--- config.mk ---
export PLATFORM = sky130hd
export DESIGN_NAME = rr_arbiter8
export DESIGN_NICKNAME = d
export VERILOG_FILES = /design/src/rtl/rr_arbiter8_pkg.sv /design/src/rtl/rr_arbiter8_prio_enc8.sv /design/src/rtl/rr_arbiter8.sv
export SDC_FILE = /design/constraint.sdc
export NUM_CORES = 1
export LEC_CHECK = 0
export BUFFER_PORTS_ARGS = -buffer_cell sky130_fd_sc_hd__buf_2
export CORE_UTILIZATION = 45
export DETAILED_ROUTE_END_ITERATION = 8
export PLACE_DENSITY = 0.67
export SLEW_MARGIN = 0
export SYNTH_ARGS = -nofsm -noshare
export SYNTH_HDL_FRONTEND = slang
export SYNTH_HIERARCHICAL = 1
export SYNTH_SLANG_ARGS = --single-unit
--- constraint.sdc ---
create_clock -name clk -period 4.7 [get_ports clk]
set_input_delay 1.41 -clock clk [delete_from_list [all_inputs] [get_ports clk]]
set_output_delay 1.41 -clock clk [all_outputs]
set_load 0.02 [all_outputs]
--- src/rtl/rr_arbiter8_pkg.sv ---
// ---------------------------------------------------------------------------
// rr_arbiter8_pkg
// Shared definitions for the eight-way round-robin arbiter:
//   N_REQ   - number of requesters (8)
//   IDX_W   - width of an encoded requester index (3)
//   state_t - arbiter state, IDLE (no owner) or GRANT (owner latched)
//   rotr8   - rotate an 8-bit vector right so that bit `sh` lands on bit 0
// ---------------------------------------------------------------------------
package rr_arbiter8_pkg;

    localparam int N_REQ = 8;
    localparam int IDX_W = 3;

    typedef enum logic {
        IDLE  = 1'b0,
        GRANT = 1'b1
    } state_t;

    // Bit j of the result is v[(j + sh) mod 8], so the requester at the
    // pointer becomes bit 0 and the lowest set bit is the first requester
    // at or after the pointer.
    function automatic logic [N_REQ-1:0] rotr8(input logic [N_REQ-1:0] v,
                                               input logic [IDX_W-1:0] sh);
        logic [2*N_REQ-1:0] w_dbl;
        w_dbl = {v, v} >> sh;
        return w_dbl[N_REQ-1:0];
    endfunction

endpackage

--- src/rtl/rr_arbiter8_prio_enc8.sv ---
// ---------------------------------------------------------------------------
// prio_enc8
// Combinational 8-to-3 priority encoder, lowest index wins.
// Ports:
//   i_req   [7:0] input vector
//   o_idx   [2:0] index of the lowest set bit (0 when i_req == 0)
//   o_valid       high when any bit of i_req is set
// ---------------------------------------------------------------------------
module prio_enc8
    import rr_arbiter8_pkg::*;
(
    input  logic [N_REQ-1:0] i_req,
    output logic [IDX_W-1:0] o_idx,
    output logic             o_valid
);

    // Scan from the top down so the last (lowest) set bit overwrites.
    always_comb begin
        o_idx   = '0;
        o_valid = 1'b0;
        for (int k = N_REQ - 1; k >= 0; k--) begin
            if (i_req[k]) begin
                o_idx   = IDX_W'(k);
                o_valid = 1'b1;
            end
        end
    end

endmodule

--- src/rtl/rr_arbiter8.sv ---
// ---------------------------------------------------------------------------
// rr_arbiter8
// Eight-way round-robin arbiter. With no owner it grants the first
// requester at or after a rotating pointer and holds that grant until the
// owner drops its request; the pointer then moves just past the old owner.
// All outputs are registered from the next state/owner, so there is no
// combinational path from req to the grant outputs.
//
// Optional feature macro: RR_ARBITER8_TIMEOUT_EN
//   defined   - a hold counter revokes a grant after MAX_HOLD cycles and
//               pulses timeout for one cycle
//   undefined - grants are held indefinitely, timeout is tied low
//
// Parameters:
//   MAX_HOLD      maximum consecutive grant cycles per owner (2..255)
// Ports:
//   clk           rising-edge clock
//   rst           synchronous active-high reset
//   req     [7:0] request vector, bit k is requester k
//   gnt     [7:0] one-hot grant, zero when no owner
//   gnt_idx [2:0] binary index of the owner, 0 when gnt_valid is low
//   gnt_valid     high while a grant is held
//   timeout       one-cycle pulse when a grant is forcibly revoked
// ---------------------------------------------------------------------------
module rr_arbiter8
    import rr_arbiter8_pkg::*;
#(
    parameter int unsigned MAX_HOLD = 16
) (
    input  logic             clk,
    input  logic             rst,
    input  logic [N_REQ-1:0] req,
    output logic [N_REQ-1:0] gnt,
    output logic [IDX_W-1:0] gnt_idx,
    output logic             gnt_valid,
    output logic             timeout
);

    state_t           r_state;
    state_t           w_state_next;
    logic [IDX_W-1:0] r_ptr;
    logic [IDX_W-1:0] w_ptr_next;
    logic [IDX_W-1:0] r_own;
    logic [IDX_W-1:0] w_own_next;
    logic             w_timeout_next;

    logic [N_REQ-1:0] r_gnt;
    logic [IDX_W-1:0] r_gnt_idx;
    logic             r_gnt_valid;
    logic             r_timeout;

    logic [N_REQ-1:0] w_gnt_next;
    logic [IDX_W-1:0] w_gnt_idx_next;
    logic             w_gnt_valid_next;

    logic [N_REQ-1:0] w_rot_req;
    logic [IDX_W-1:0] w_enc_idx;
    logic             w_enc_valid;
    logic [IDX_W-1:0] w_sel;

`ifdef RR_ARBITER8_TIMEOUT_EN
    localparam logic [7:0] HOLD_LIMIT = 8'(MAX_HOLD);
    logic [7:0] r_hold;
    logic [7:0] w_hold_next;
`endif

    // Selection core: rotate so the pointer is bit 0, pick the lowest set
    // bit, then undo the rotation by adding the pointer back (mod 8).
    assign w_rot_req = rotr8(req, r_ptr);

    prio_enc8 u_prio_enc8 (
        .i_req   (w_rot_req),
        .o_idx   (w_enc_idx),
        .o_valid (w_enc_valid)
    );

    assign w_sel = w_enc_idx + r_ptr;

    // Next-state logic
    always_comb begin
        w_state_next   = r_state;
        w_own_next     = r_own;
        w_ptr_next     = r_ptr;
        w_timeout_next = 1'b0;
`ifdef RR_ARBITER8_TIMEOUT_EN
        w_hold_next    = r_hold;
`endif
        case (r_state)
            IDLE: begin
`ifdef RR_ARBITER8_TIMEOUT_EN
                w_hold_next = '0;
`endif
                if (w_enc_valid) begin
                    w_state_next = GRANT;
                    w_own_next   = w_sel;
`ifdef RR_ARBITER8_TIMEOUT_EN
                    // The first cycle of gnt_valid is already cycle one.
                    w_hold_next  = 8'd1;
`endif
                end
            end
            GRANT: begin
                // A voluntary release wins over an expiry on the same cycle.
                if (!req[r_own]) begin
                    w_state_next = IDLE;
                    w_ptr_next   = r_own + IDX_W'(1);
`ifdef RR_ARBITER8_TIMEOUT_EN
                    w_hold_next  = '0;
                end else if (r_hold == HOLD_LIMIT) begin
                    w_state_next   = IDLE;
                    w_ptr_next     = r_own + IDX_W'(1);
                    w_timeout_next = 1'b1;
                    w_hold_next    = '0;
                end else begin
                    w_hold_next = r_hold + 8'd1;
`endif
                end
            end
            default: begin
                w_state_next = IDLE;
            end
        endcase
    end

    // Output images of the next state, registered below.
    assign w_gnt_valid_next = (w_state_next == GRANT);
    assign w_gnt_idx_next   = w_gnt_valid_next ? w_own_next : '0;

    generate
        for (genvar gi = 0; gi < N_REQ; gi++) begin : g_onehot
            assign w_gnt_next[gi] = w_gnt_valid_next && (w_own_next == IDX_W'(gi));
        end
    endgenerate

    // State register
    always_ff @(posedge clk) begin
        if (rst) begin
            r_state     <= IDLE;
            r_ptr       <= '0;
            r_own       <= '0;
            r_gnt       <= '0;
            r_gnt_idx   <= '0;
            r_gnt_valid <= 1'b0;
            r_timeout   <= 1'b0;
        end else begin
            r_state     <= w_state_next;
            r_ptr       <= w_ptr_next;
            r_own       <= w_own_next;
            r_gnt       <= w_gnt_next;
            r_gnt_idx   <= w_gnt_idx_next;
            r_gnt_valid <= w_gnt_valid_next;
            r_timeout   <= w_timeout_next;
        end
    end

`ifdef RR_ARBITER8_TIMEOUT_EN
    always_ff @(posedge clk) begin
        if (rst) begin
            r_hold <= '0;
        end else begin
            r_hold <= w_hold_next;
        end
    end
`endif

    assign gnt       = r_gnt;
    assign gnt_idx   = r_gnt_idx;
    assign gnt_valid = r_gnt_valid;
    assign timeout   = r_timeout;

endmodule

== Word-level counts from Yosys, hierarchy flattened ==
Cells that the tools add are included.

* Register bits after elaboration: 18
* Input port bits: 10
* Output and inout bits: 13
* Logic and storage cells: 53

* Add/sub/neg operators: 2
* Order comparisons: 1
* Equality and inequality tests: 7
* Shift-type cells: 1
* Muxes and demuxes: 23
* Bitwise gates (word level): 3
* Reductions and logical operators: 11

{| class="wikitable"
|+ Operators with widths
! operator !! count
|-
| $mux 3 || 10
|-
| $shr 16x3->8 || 1
|-
| $eq 3x3->1 const B || 4
|-
| $mux 1 || 11
|-
| $logic_and 1x1->1 || 8
|-
| $eq 3x2->1 const B || 2
|-
| $lt 3x4->1 const B || 1
|-
| $add 3x1->3 const B || 1
|-
| $add 3x3->3 || 1
|-
| $bmux 1 s3 || 1
|-
| $eq 3x1->1 const B || 1
|-
| $logic_not 3->1 || 1
|-
| $not 1->1 || 3
|-
| $pmux 1 s2 || 1
|-
| $reduce_and 2->1 || 1
|-
| $reduce_or 2->1 || 1
|}

== Longest topological paths before layout ==
* Word-level depth: 14
* Mapped depth: 13
* Depth with buffers taken out: 11

== Hierarchy ==
The synthesis kept the hierarchy.

{| class="wikitable"
|+ By module, submodules not included
! module !! instances !! cells an instance !! area each (um2)
|-
| rr_arbiter8 || 1 || 93 || 1087.3
|-
| prio_enc8 || 1 || 13 || 80.1
|}

== Worst setup path after synthesis ==
No wires, ideal clock.

* Kind: input -> register
* From: in req[2]
* To: reg r_gnt[5] (netlist: gnt[5])
* Library setup time: 0.096 ns
* Arrival time: 3.907 ns
* Data required time: 4.604 ns
* Setup slack: 0.696 ns
* Stages on the path: 12
* Path buffers: 1
* Path through: mux4_2 -> mux2_2 -> nor2b_1 -> o21bai_1 -> o41ai_1 -> ha_1 -> fa_1 -> xor3_1 -> nand2_1 -> and2_1 -> buf_2 -> nor4b_1

* Elaborated cells on any way between the ends: 27

{| class="wikitable"
|+ RTL lines
! item !! line !! RTL
|-
| start, declared || rr_arbiter8.sv:32 || <nowiki>input logic [N_REQ-1:0] req,</nowiki>
|-
| $shr 16x3->8 || rr_arbiter8_pkg.sv:25 || <nowiki>w_dbl = {v, v} >> sh;</nowiki>
|-
| named net w_rot_req[3] || rr_arbiter8.sv:56 || <nowiki>logic [N_REQ-1:0] w_rot_req;</nowiki>
|-
| $mux 3 (4 in a row) || rr_arbiter8_prio_enc8.sv:22 || <nowiki>if (i_req[k]) begin</nowiki>
|-
| named net w_enc_idx[0] || rr_arbiter8.sv:57 || <nowiki>logic [IDX_W-1:0] w_enc_idx;</nowiki>
|-
| $add 3x3->3 || rr_arbiter8.sv:77 || <nowiki>assign w_sel = w_enc_idx + r_ptr;</nowiki>
|-
| $mux 3 || rr_arbiter8.sv:93 || <nowiki>if (w_enc_valid) begin</nowiki>
|-
| $mux 3 || rr_arbiter8.sv:88 || <nowiki>case (r_state)</nowiki>
|-
| $eq 3x3->1 || rr_arbiter8.sv:131 || <nowiki>assign w_gnt_next[gi] = w_gnt_valid_next && (w_own_next == IDX_W'(gi));</nowiki>
|-
| $logic_and 1x1->1 || rr_arbiter8.sv:131 ||
|-
| end signal, assigned || rr_arbiter8.sv:149 || <nowiki>r_gnt <= w_gnt_next;</nowiki>
|-
| end, declared || rr_arbiter8.sv:47 || <nowiki>logic [N_REQ-1:0] r_gnt;</nowiki>
|}

The timed path passes the listed nets, and every way through them passes these cells. The select of a mux whose other input is x is not followed.
A chain may end at the register's enable or synchronous reset.

== Worst setup path in the final report ==
* From: in req[2]
* To: reg r_gnt[1] (netlist: gnt[1])

* Elaborated cells on any way between the ends: 27

{| class="wikitable"
|+ RTL lines
! item !! line
|-
| $shr 16x3->8 || rr_arbiter8_pkg.sv:25
|-
| named net w_rot_req[3] || rr_arbiter8.sv:56
|-
| $mux 3 (4 in a row) || rr_arbiter8_prio_enc8.sv:22
|-
| named net w_enc_idx[0] || rr_arbiter8.sv:57
|-
| $add 3x3->3 || rr_arbiter8.sv:77
|-
| $mux 3 || rr_arbiter8.sv:93
|-
| $mux 3 || rr_arbiter8.sv:88
|-
| $eq 3x1->1 || rr_arbiter8.sv:131
|-
| $logic_and 1x1->1 || rr_arbiter8.sv:131
|}

The timed path passes the listed nets, and every way through them passes these cells. The select of a mux whose other input is x is not followed.

==> metrics <==
vias after detailed routing between 800 and 900; Final Util 0.517; CP arrival 4190 ps; Slew @ Worst Pin just over 600 ps; Die W 52.9 um; starting density of the core 0.476; DR DRC count 0; die area 0.00280 mm2; final hold violation count 0; fillers between 200 and 250; area of the mapped netlist 0.00117 mm2; Starting DRT DRC Count 21; worst reg2reg path depth 11; final setup fails 0; wire per inst approximately 14 um; CTS Buffer Depth 2; peak supply drop 0.000273 V; antenna diode count 0; Multi-input gate area 726 um2; GRT Util Overall 0.187; Setup crit start kind primary input; hpwl dp 1.67 mm; count of pins over their slew limit 0; Clock Skews 1.66 ps; Setup Crit Path Kind primary input to register; hold crit path type register to register; fraction of layout cells with a size suffix above 1 0.393; RSZ-0062 raised after global routing false; Worst Path Buf+Inv 1; worst r2r src r_ptr[0]; Top Family by Delay on Critical Path multiplexers; Synth Area in XOR/XNOR 0.0279; Seq/Total Area, Yosys 0.309; CTS tree yes; register area roughly 360 um2; Main synth FF type dfxtp_1; CTS clk-pin slew, worst paths 90 ps; mux contribution to synthesized area 0.285; 1st-pass router iterations 4; routability cong. between 0.7 and 0.8; CP endpoint kind register; GR Util met1 0.235; clk_lat worst skew 290 ps; hold slack ~670 ps; main combinational cell family by area after synthesis multiplexers; simple-gate share of the synthesized area 0.169; Yosys reg bits 18; Distinct cells, synth 36; Synth Instances between 100 and 150; Fin Setup TNS 0 ps; vias in the first global route between 800 and 900; largest net degree at the start of global routing 13; Post-DRT Antenna Nets 0; Top-Level Pins 23; Avg Synthesized Cell Area roughly 11 um2; CP max-delay cell mux4_2; busiest grt layer met2; post-synthesis compound-gate area fraction 0.0975; post-layout minimum cycle time between 3000 and 4000 ps; Total Power around 600 uW; hold depth 1; Post-CTS Hold Fix Bufs 0; R2R Setup Slk ~1200 ps; first-pass GRT wire length approximately 3.8 mm; CTS Buf Count 3; Leak Pwr between 0.0005 and 0.0006 uW; grt total ovfl 0; core area ~0.0025 mm2; Post-CTS Resized 0; syn_nets roughly 120; Post-synth EDFFs 0; final period utilization 0.851; Synth Area in Adders 0.0386; port bufs 21; GRT met3 Usage 0.0259; area grow syn2layout 8.79%; Crit Reg-Reg Endpoint gnt[1]; H-tree levels 1; status completed; worst rel slew slack 0.580; Post-Route WL roughly 2.2 mm; Root Driver clkbuf_4; fmax 0.250 GHz; initial antenna violation count 0; Yosys warning count 6; Req. time, crit path approximately 4900 ps; Synth async-reset ratio 0; Vias/cell roughly 5.7; cell row count 18; nets around 140; Post-CTS Setup Bufs 0; hold path startpoint r_own[0]; Critical Path Fanout Max 7; hold endpoint r_ptr[0]; crit path cell chain buf_2 -> mux4_2 -> mux2_2 -> nor2b_1 -> o21bai_1 -> o41ai_1 -> ha_1 -> fa_1 -> xor3_1 -> nand2_1 -> and2_1 -> nor4bb_1; maxcap violations 0; met2 usage 0.312; pwr/cell area between 400 and 500 mW/mm2; Max stage delay on crit path about 470 ps; die height roughly 53 um; CTS sink cnt 18
## worst max-delay path by stage
stage	slack (ps)	startpoint	cells after the start	to
CTS	710	req[2]	12	gnt[1]
global placement	440	req[2]	12	gnt[1]
global route	500	req[2]	12	gnt[1]
finish	700	req[2]	12	gnt[1]
floorplan	700	req[2]	12	gnt[5]
detailed placement	410	req[2]	12	gnt[1]
## layer usage
metal	routed length (um)	vias up	part of all wire
li1	-	421	-
met1	1020	419	0.47
met2	1040	23	0.48
met3	96	4	0.044
met4	31	0	0.014
met5	0	-	0
## cell type report
cell class / instances / share of cell area
multi-input combinational: 76 / 0.571
tap: 30 / 0.0296
timing repair buffer: 22 / 0.0887
clock buffer: 3 / 0.0177
inverter: 3 / 0.00887
sequential: 18 / 0.284
## metrics by stage
stage          setup WS (ps)  area (um2)  cells
2_1_floorplan            696        1170    106
3_3_place_gp             444        1250    149
3_5_place_dp             415        1250    149
4_1_cts                  706        1270    152
5_1_grt                  495        1270    152
6_report                 702        1270    152
## cells by family (layout without fill, tap and decap cells)
| group | after synthesis | after routing |
|---|---|---|
| and+or+nand+nor | 36 | 36 |
| DFF | 18 | 18 |
| AOI/OAI and AO/OA | 13 | 13 |
| other | 1 | 1 |
| buffers and inverters | 12 | 28 |
| xor gates and xnor gates | 2 | 2 |
| adders and majority gates | 3 | 3 |
| muxes | 21 | 21 |
## report_power, final
| part | internal, uW | switching [uW] | total [uW] |
|---|---|---|---|
| combinational | 143 | 160 | 303 |
| sequential | 184 | 38.1 | 223 |
| clock | 29.8 | 45.0 | 74.8 |
## layout by cell type (no fill, tap or decap)
cell,n
buf_2,21
dfxtp_1,18
nor2_1,10
mux4_2,9
mux2_2,8
nor2b_1,6
mux2i_1,4
nand2_1,4
nor3_1,4
nand2b_1,3
o21ai_1,3
o41ai_1,3
nor4_1,3
clkbuf_4,3
inv_1,2
and2_1,2
ha_1,2
or2_2,1
o221ai_2,1
xnor2_1,1
o41ai_2,1
xor3_1,1
o21ai_4,1
inv_2,1
nor4b_1,1
nor4bb_1,1
fa_1,1
conb_1,1
buf_4,1
o21ai_0,1
a211oi_1,1
a21oi_1,1
o21bai_1,1
nor4_2,1
## flip-flops by register name, indices dropped and copies added (netlist names)
register,flops
gnt,8
gnt_idx,3
r_own,3
r_ptr,3
gnt_valid,1
## Yosys cell counts (2+ instances only)
cell type  count  share of area
inv_1          2         0.0064
ha_1           2          0.021
mux4_2         9           0.17
nor2b_1        6          0.032
nand2b_1       3          0.016
nor3_1         4          0.017
o21ai_1        3          0.013
mux2_2         8          0.077
buf_2          2         0.0086
and2_1         2          0.011
dfxtp_1       18           0.31
nor4_1         3          0.016
o41ai_1        3          0.023
nand2_1        4          0.013
nor2_1        10          0.032
mux2i_1        4          0.034
buf_6          4          0.039
(Power assumes the default switching activity.)
